--- config.mk ---
export PLATFORM = sky130hd
export DESIGN_NAME = mc_main_ctrl
export DESIGN_NICKNAME = d
export VERILOG_FILES = /design/src/rtl/mc_main_ctrl.sv
export SDC_FILE = /design/constraint.sdc
export NUM_CORES = 1
export LEC_CHECK = 0
export ABC_CLOCK_PERIOD_IN_PS = 2250
export BUFFER_PORTS_ARGS = -buffer_cell sky130_fd_sc_hd__buf_2
export CORE_AREA = 10 10 47 49
export CTS_CLUSTER_DIAMETER = 50
export DETAILED_ROUTE_END_ITERATION = 7
export DIE_AREA = 0 0 57 59
export GPL_TIMING_DRIVEN = 1
export PLACE_DENSITY = 0.76
export SLEW_MARGIN = 15
export SYNTH_ARGS = -nofsm -noshare
export SYNTH_HDL_FRONTEND = slang
export SYNTH_SLANG_ARGS = --single-unit
--- constraint.sdc ---
create_clock -name clk -period 2.25 [get_ports clk]
set_input_delay 0 -clock clk [delete_from_list [all_inputs] [get_ports clk]]
set_output_delay 0 -clock clk [all_outputs]
set_load 0.02 [all_outputs]
--- src/rtl/mc_main_ctrl.sv ---
// Main control FSM for the multi-cycle MIPS datapath: sequences fetch, decode,
// execute, memory and writeback, and drives every datapath select and strobe.
module mc_main_ctrl #(
   parameter bit MEM_WAIT_EN = 1'b1
) (
   input  logic       clk,
   input  logic       reset,
   input  logic [5:0] opcode,
   input  logic       zero,
   input  logic       memReady,
   output logic       pcWrite,
   output logic       pcWriteCond,
   output logic       iorD,
   output logic       memRead,
   output logic       memWrite,
   output logic       irWrite,
   output logic       memToReg,
   output logic       regDst,
   output logic       regWrite,
   output logic       aluSrcA,
   output logic [1:0] aluSrcB,
   output logic [1:0] aluOp,
   output logic [1:0] pcSource,
   output logic [3:0] state,
   output logic       illegalOp
);

   typedef enum logic [3:0] {
      S_FETCH    = 4'd0,
      S_DECODE   = 4'd1,
      S_MEM_ADDR = 4'd2,
      S_MEM_RD   = 4'd3,
      S_LW_WB    = 4'd4,
      S_MEM_WR   = 4'd5,
      S_EXEC_R   = 4'd6,
      S_R_WB     = 4'd7,
      S_BRANCH   = 4'd8,
      S_JUMP     = 4'd9,
      S_ADDI_EX  = 4'd10,
      S_ADDI_WB  = 4'd11,
      S_IDLE     = 4'd12
   } state_e;

   localparam logic [5:0] OP_RTYPE = 6'b000000;
   localparam logic [5:0] OP_LW    = 6'b100011;
   localparam logic [5:0] OP_SW    = 6'b101011;
   localparam logic [5:0] OP_BEQ   = 6'b000100;
   localparam logic [5:0] OP_J     = 6'b000010;
   localparam logic [5:0] OP_ADDI  = 6'b001000;

   // Plain 4-bit register so the unused codes 13-15 are representable and recoverable.
   logic [3:0] state_q, state_d;
   logic       mem_rdy;

   assign mem_rdy = MEM_WAIT_EN ? memReady : 1'b1;
   assign state   = state_q;

   // NOTE: sequential state uses non-blocking assignment so every register
   // samples its next value from the same pre-edge snapshot.
   always_ff @(posedge clk) begin
      if (reset) state_q <= S_IDLE;
      else       state_q <= state_d;
   end

   // The zero flag qualifies pcWriteCond in the datapath, not the sequencing here.
   logic unused_zero;
   assign unused_zero = zero;

   always_comb begin
      // NOTE: every output and the next state get a default before the case,
      // so no path through the block can leave a latch behind.
      state_d     = state_q;
      pcWrite     = 1'b0;
      pcWriteCond = 1'b0;
      iorD        = 1'b0;
      memRead     = 1'b0;
      memWrite    = 1'b0;
      irWrite     = 1'b0;
      memToReg    = 1'b0;
      regDst      = 1'b0;
      regWrite    = 1'b0;
      aluSrcA     = 1'b0;
      aluSrcB     = 2'b00;
      aluOp       = 2'b00;
      pcSource    = 2'b00;
      illegalOp   = 1'b0;

      case (state_q)
         S_IDLE: state_d = S_FETCH;

         S_FETCH: begin
            memRead = 1'b1;
            aluSrcB = 2'b01;
            irWrite = mem_rdy;
            pcWrite = mem_rdy;
            if (mem_rdy) state_d = S_DECODE;
         end

         S_DECODE: begin
            aluSrcB = 2'b11;
            case (opcode)
               OP_RTYPE:      state_d = S_EXEC_R;
               OP_LW, OP_SW:  state_d = S_MEM_ADDR;
               OP_BEQ:        state_d = S_BRANCH;
               OP_J:          state_d = S_JUMP;
               OP_ADDI:       state_d = S_ADDI_EX;
               default: begin
                  state_d   = S_FETCH;
                  illegalOp = 1'b1;
               end
            endcase
         end

         S_MEM_ADDR: begin
            aluSrcA = 1'b1;
            aluSrcB = 2'b10;
            state_d = (opcode == OP_LW) ? S_MEM_RD : S_MEM_WR;
         end

         S_MEM_RD: begin
            memRead = 1'b1;
            iorD    = 1'b1;
            if (mem_rdy) state_d = S_LW_WB;
         end

         S_MEM_WR: begin
            memWrite = 1'b1;
            iorD     = 1'b1;
            if (mem_rdy) state_d = S_FETCH;
         end

         S_LW_WB: begin
            regWrite = 1'b1;
            memToReg = 1'b1;
            state_d  = S_FETCH;
         end

         S_EXEC_R: begin
            aluSrcA = 1'b1;
            aluOp   = 2'b10;
            state_d = S_R_WB;
         end

         S_R_WB: begin
            regWrite = 1'b1;
            regDst   = 1'b1;
            state_d  = S_FETCH;
         end

         S_BRANCH: begin
            aluSrcA     = 1'b1;
            aluOp       = 2'b01;
            pcWriteCond = 1'b1;
            pcSource    = 2'b01;
            state_d     = S_FETCH;
         end

         S_JUMP: begin
            pcWrite  = 1'b1;
            pcSource = 2'b10;
            state_d  = S_FETCH;
         end

         S_ADDI_EX: begin
            aluSrcA = 1'b1;
            aluSrcB = 2'b10;
            state_d = S_ADDI_WB;
         end

         S_ADDI_WB: begin
            regWrite = 1'b1;
            state_d  = S_FETCH;
         end

         default: state_d = S_IDLE;
      endcase
   end

endmodule

======== After elaboration in Yosys (flattened, before gate mapping) ========
Cells that the tools add are included.
storage, ports and cells
  output and inout port bits .............. 21
  word-level logic and storage cells ...... 53
  bits of input ports ..................... 10
  flip-flop bits (word level) ............. 4
operators by class
  mux-type cells .......................... 21
  reduce and logical (&&, ||, !) cells .... 11
  equal/unequal tests ..................... 20
operators with widths
  cell                                                                    number
  4-bit case mux with 8 select lines                                      1
  4-bit equality test (second input constant)                             5
  4-bit case mux with 5 select lines                                      1
  4-bit by 3-bit equality test with 1-bit output (second input constant)  4
  6-bit equality test (second input constant)                             2
  4-bit two-way mux                                                       3
  6-bit OR reduction                                                      2
  1-bit two-way mux                                                       11
  4-bit by 2-bit equality test with 1-bit output (second input constant)  2
  2-bit case mux with 2 select lines                                      2
  2-bit OR reduction                                                      4
  6-bit by 2-bit equality test with 1-bit output (second input constant)  1
  6-bit by 3-bit equality test with 1-bit output (second input constant)  1
  6-bit by 4-bit equality test with 1-bit output (second input constant)  1
  6-bit logical NOT                                                       1
  2-bit inequality test (second input constant)                           3
  2-bit case mux with 3 select lines                                      1
  4-bit by 1-bit equality test with 1-bit output (second input constant)  1
  4-bit logical NOT                                                       1
  4-bit OR reduction                                                      1
  3-bit two-way mux                                                       1
  3-bit AND reduction                                                     1
  3-bit OR reduction                                                      1
  1-bit case mux with 2 select lines                                      1

======== Longest topological paths before layout ========
  depth after elaboration ................. 4
  depth in mapped cells ................... 6
  mapped depth without buffers ............ 4

======== Least setup slack after synthesis ========
Ideal clock, no wire load.
  path type ............................... reg-to-reg
  from .................................... register state_q[1] (netlist: state[1])
  to ...................................... register state_q[1] (netlist: state[1])
  slack ................................... 0.655 ns
  setup time .............................. 0.070 ns
  cell stages (with the launch flop) ...... 6
  arrival ................................. 1.526 ns
  clock period less this slack ............ 1.595 ns
  required time ........................... 2.180 ns
  path through ............................ dfxtp_1 > buf_6 > nor3_4 > nand2_2 > or4_1 > a21oi_1
between the ends
  word-level cells in the longest chain between the ends .. 3
  elaborated cells on any way between the ends .. 19
  classes of those cells .................. eq/ne: 15; mux: 1; reduce/logical: 3
ends and longest elaborated chain
  element                                                                    RTL line  source
  start: declaration                                                         52        logic [3:0] state_q, state_d;
  start signal: assignment                                                   62        else state_q <= state_d;
  4-bit equality test, or another cell as far along                          88        case (state_q)
  6-bit OR reduction (no line) or 2-bit inequality test (tied branches)      n/a
  4-bit case mux with 8 select lines or 3-bit AND reduction (tied branches)  n/a
Parallel ways exist; a longest one is shown, timed or not.
A chain may end at the register's enable or synchronous reset.

======== Final worst setup path ========
  from .................................... register state_q[3] (netlist: state[3])
  to ...................................... output port pcWrite
between the ends
  word-level cells in the longest chain between the ends .. 2
  elaborated cells on any way between the ends .. 3
  classes of those cells .................. eq/ne: 1; mux: 1; reduce/logical: 1
ends and longest elaborated chain
  element                                                   RTL line  source
  4-bit equality test or 4-bit logical NOT (tied branches)  88
  1-bit case mux with 2 select lines (*)                    88
  end: declaration                                          11        output logic pcWrite,
Every way passes the cells marked *; elsewhere a longest branch is shown, timed or not.

==> results.ini <==
[timing]
min_period_ns=1.81
hold_slack_ns=0.109
relSlewSlack_pct=57.1
drv_slew=0
fmax_mhz=552
rsz0062_at_grt=no
hold_violations=0
skew_ns=0.0110
worst_slew_pin_slew_ns=0.643
fin_tns_setup_ns=0
fin_ws_ns=0.439
finalCritPeriodShare_pct=80.5
finalSetupViolations=0

[setup_path]
crit_type=reg -> out
critPathLaunchType=flip-flop
required_ns=2.25
cp_slowest_cell=dfxtp_1
crit_path_cell_trace=nor2_1, and3_1, or2_2, buf_2
r2r_slack_ns=0.60
path_buf_inv=1
max_stage_delay_ns=0.69
crit_family=simple AND/OR/NAND/NOR gates
end_kind=output pin
worst-path-max-fanout=18
cp.arrival_ns=1.81

[pwr]
clkPwrFrac_pct=32.7
p_leak_nw=0.336
p_int_uw=173
combPwrFrac_pct=34.7
p_total_uw=280
seqPwrFrac_pct=32.6
pwr_density_cell_mw_per_mm2=405
power_switching_uw=107
vdd_ir_drop_max_mv=0.405
swShare_pct=38.3

[cts]
cts_resized=0
cts.clk_slew.worst_paths_ns=0.04
clk_latency_ns=0.24
cts_tree=built
clockBufferDepth=2
root_buffer=clkbuf_4
cts_buffers=3
post_cts_buffers=0
cts.sinks=4
hold_buffers=1
htreeDepth=1

[global_routing]
grt_use_total_pct=9.19
grt_pass1_vias=590
grt_pass1_wl_um=2640
grt_max_degree=20
antenna_found_initial=0
grt-ovfl-total=0

[cells_and_area]
largest_register_ffs=4
final_cell_mix=29 x buf_2, 10 x nor2_1, 8 x nand2_1, 6 x and3_1, 6 x o21ai_0
fin_util_pct=49.4
multi_input_area_sq_um=414
drive_gt1_share_pct=33.3
layout.nets=120
instances_no_fill=124
regArea_sq_um=80.1
diodes=0
final_common_cell=buf_2
fin_area_sq_um=692
nFillCells=157
syn_to_final_growth_pct=24.8

[run_status]
status=completed

[place]
dp_cells=120
gp_congestion=0.752
hpwl_um=1320
placed_area_sq_um=659
place_ws_ns=0.611
port_buffers=29

[yosys]
synth.distinct_cells=33
syn_avg_cell_area_sq_um=6.60
synth_warnings=0
synth_cells=84
synth_area_sq_um=554
yosysSeqAreaShare_pct=14.4
synthesis.nets=94
ys_ff_latch=4

[flow_run]
cap_violations=0

[floorplan]
pin_count=31
die_w_um=57
dieHeight_um=59
start_util_pct=39.6
die_area_sq_mm=0.00336
core_sq_mm=0.00140
rows=14

[route]
wl_um=1670
drc_errors=0
postRouteAntennaNets=0
drt-pass1-iter-count=4
routed-via-count=682
wl_per_cell_um=13.5
drtIter0Drc=28
avgViaCountPerCell=5.50

[hold_path]
hp-class=in -> reg

-- power groups by stage --
stage	registers (mW)	clock network (mW)	logic [mW]
final	0.0911	0.0917	0.0971
after global routing	0.0928	0.100	0.107
after CTS	0.0909	0.0963	0.0984
after detailed placement	0.0921	0	0.0969
after global placement	0.0917	0	0.0942
after floorplan	0.0830	0	0.0746
-- area by class of cell --
| cell class | instances | area share (%) |
|---|---|---|
| tap | 16 | 2.89 |
| clock buffer | 3 | 3.25 |
| multi-input combinational | 71 | 59.9 |
| sequential | 4 | 11.6 |
| timing repair buffer | 30 | 22.4 |
-- worst register-to-register path, cell delays in order, from the launching register on --
cell,delay [ns]
dfxtp_1,0.73
nand2_1,0.22
o32ai_1,0.17
a211oi_1,0.08
a221o_1,0.33
-- routing by layer --
metal	wire, um	GRT usage, %
met2	798	15.0
met3	140	4.08
met5	0	0
met4	0	2.01
met1	731	10.8
-- worst paths after layout --
| check | startpoint | end | cells past startpoint |
|---|---|---|---|
| min | opcode[4] | state[1]$_SDFFE_PP0P_ | 3 |
| max | state[3]$_SDFFE_PP1P_ | pcWrite | 4 |
| max reg2reg | state[2]$_SDFFE_PP1P_ | state[2]$_SDFFE_PP1P_ | 4 |
| min reg2reg | state[0]$_SDFFE_PP0P_ | state[3]$_SDFFE_PP1P_ | 2 |
-- Yosys cell counts --
cell	count	area share, %
and2_1	1	1.1
o211ai_1	1	1.4
nor4_1	1	1.1
a31oi_1	3	3.4
xor2_1	1	1.6
nor2b_1	4	4.5
o31ai_1	1	1.4
nand3_1	1	0.90
o32ai_1	1	1.6
buf_2	3	2.7
a211oi_1	1	1.4
a21oi_1	5	4.5
clkbuf_1	1	0.68
nor3_4	1	2.9
o21ai_0	6	5.4
o41ai_1	1	1.6
buf_6	2	4.1
a221o_1	1	1.8
nor3_1	5	4.5
nand2_2	1	1.1
or2b_1	1	1.4
dfxtp_1	4	14
or2_2	2	2.3
or4_1	1	1.4
nor2_1	10	6.8
nor3b_1	3	4.1
xnor2_1	2	3.2
buf_4	2	2.7
buf_1	1	0.68
and3_1	6	6.8
nand2_1	8	5.4
nand2b_1	2	2.3
o22ai_1	1	1.1
-- cell families after synthesis --
logic type	synth area share, %
flops	14.4
compound gates	23.5
buf+inv	10.8
simple gates	46.5
xor+xnor	4.74
Note: power is estimated with default switching activity, not from simulation.
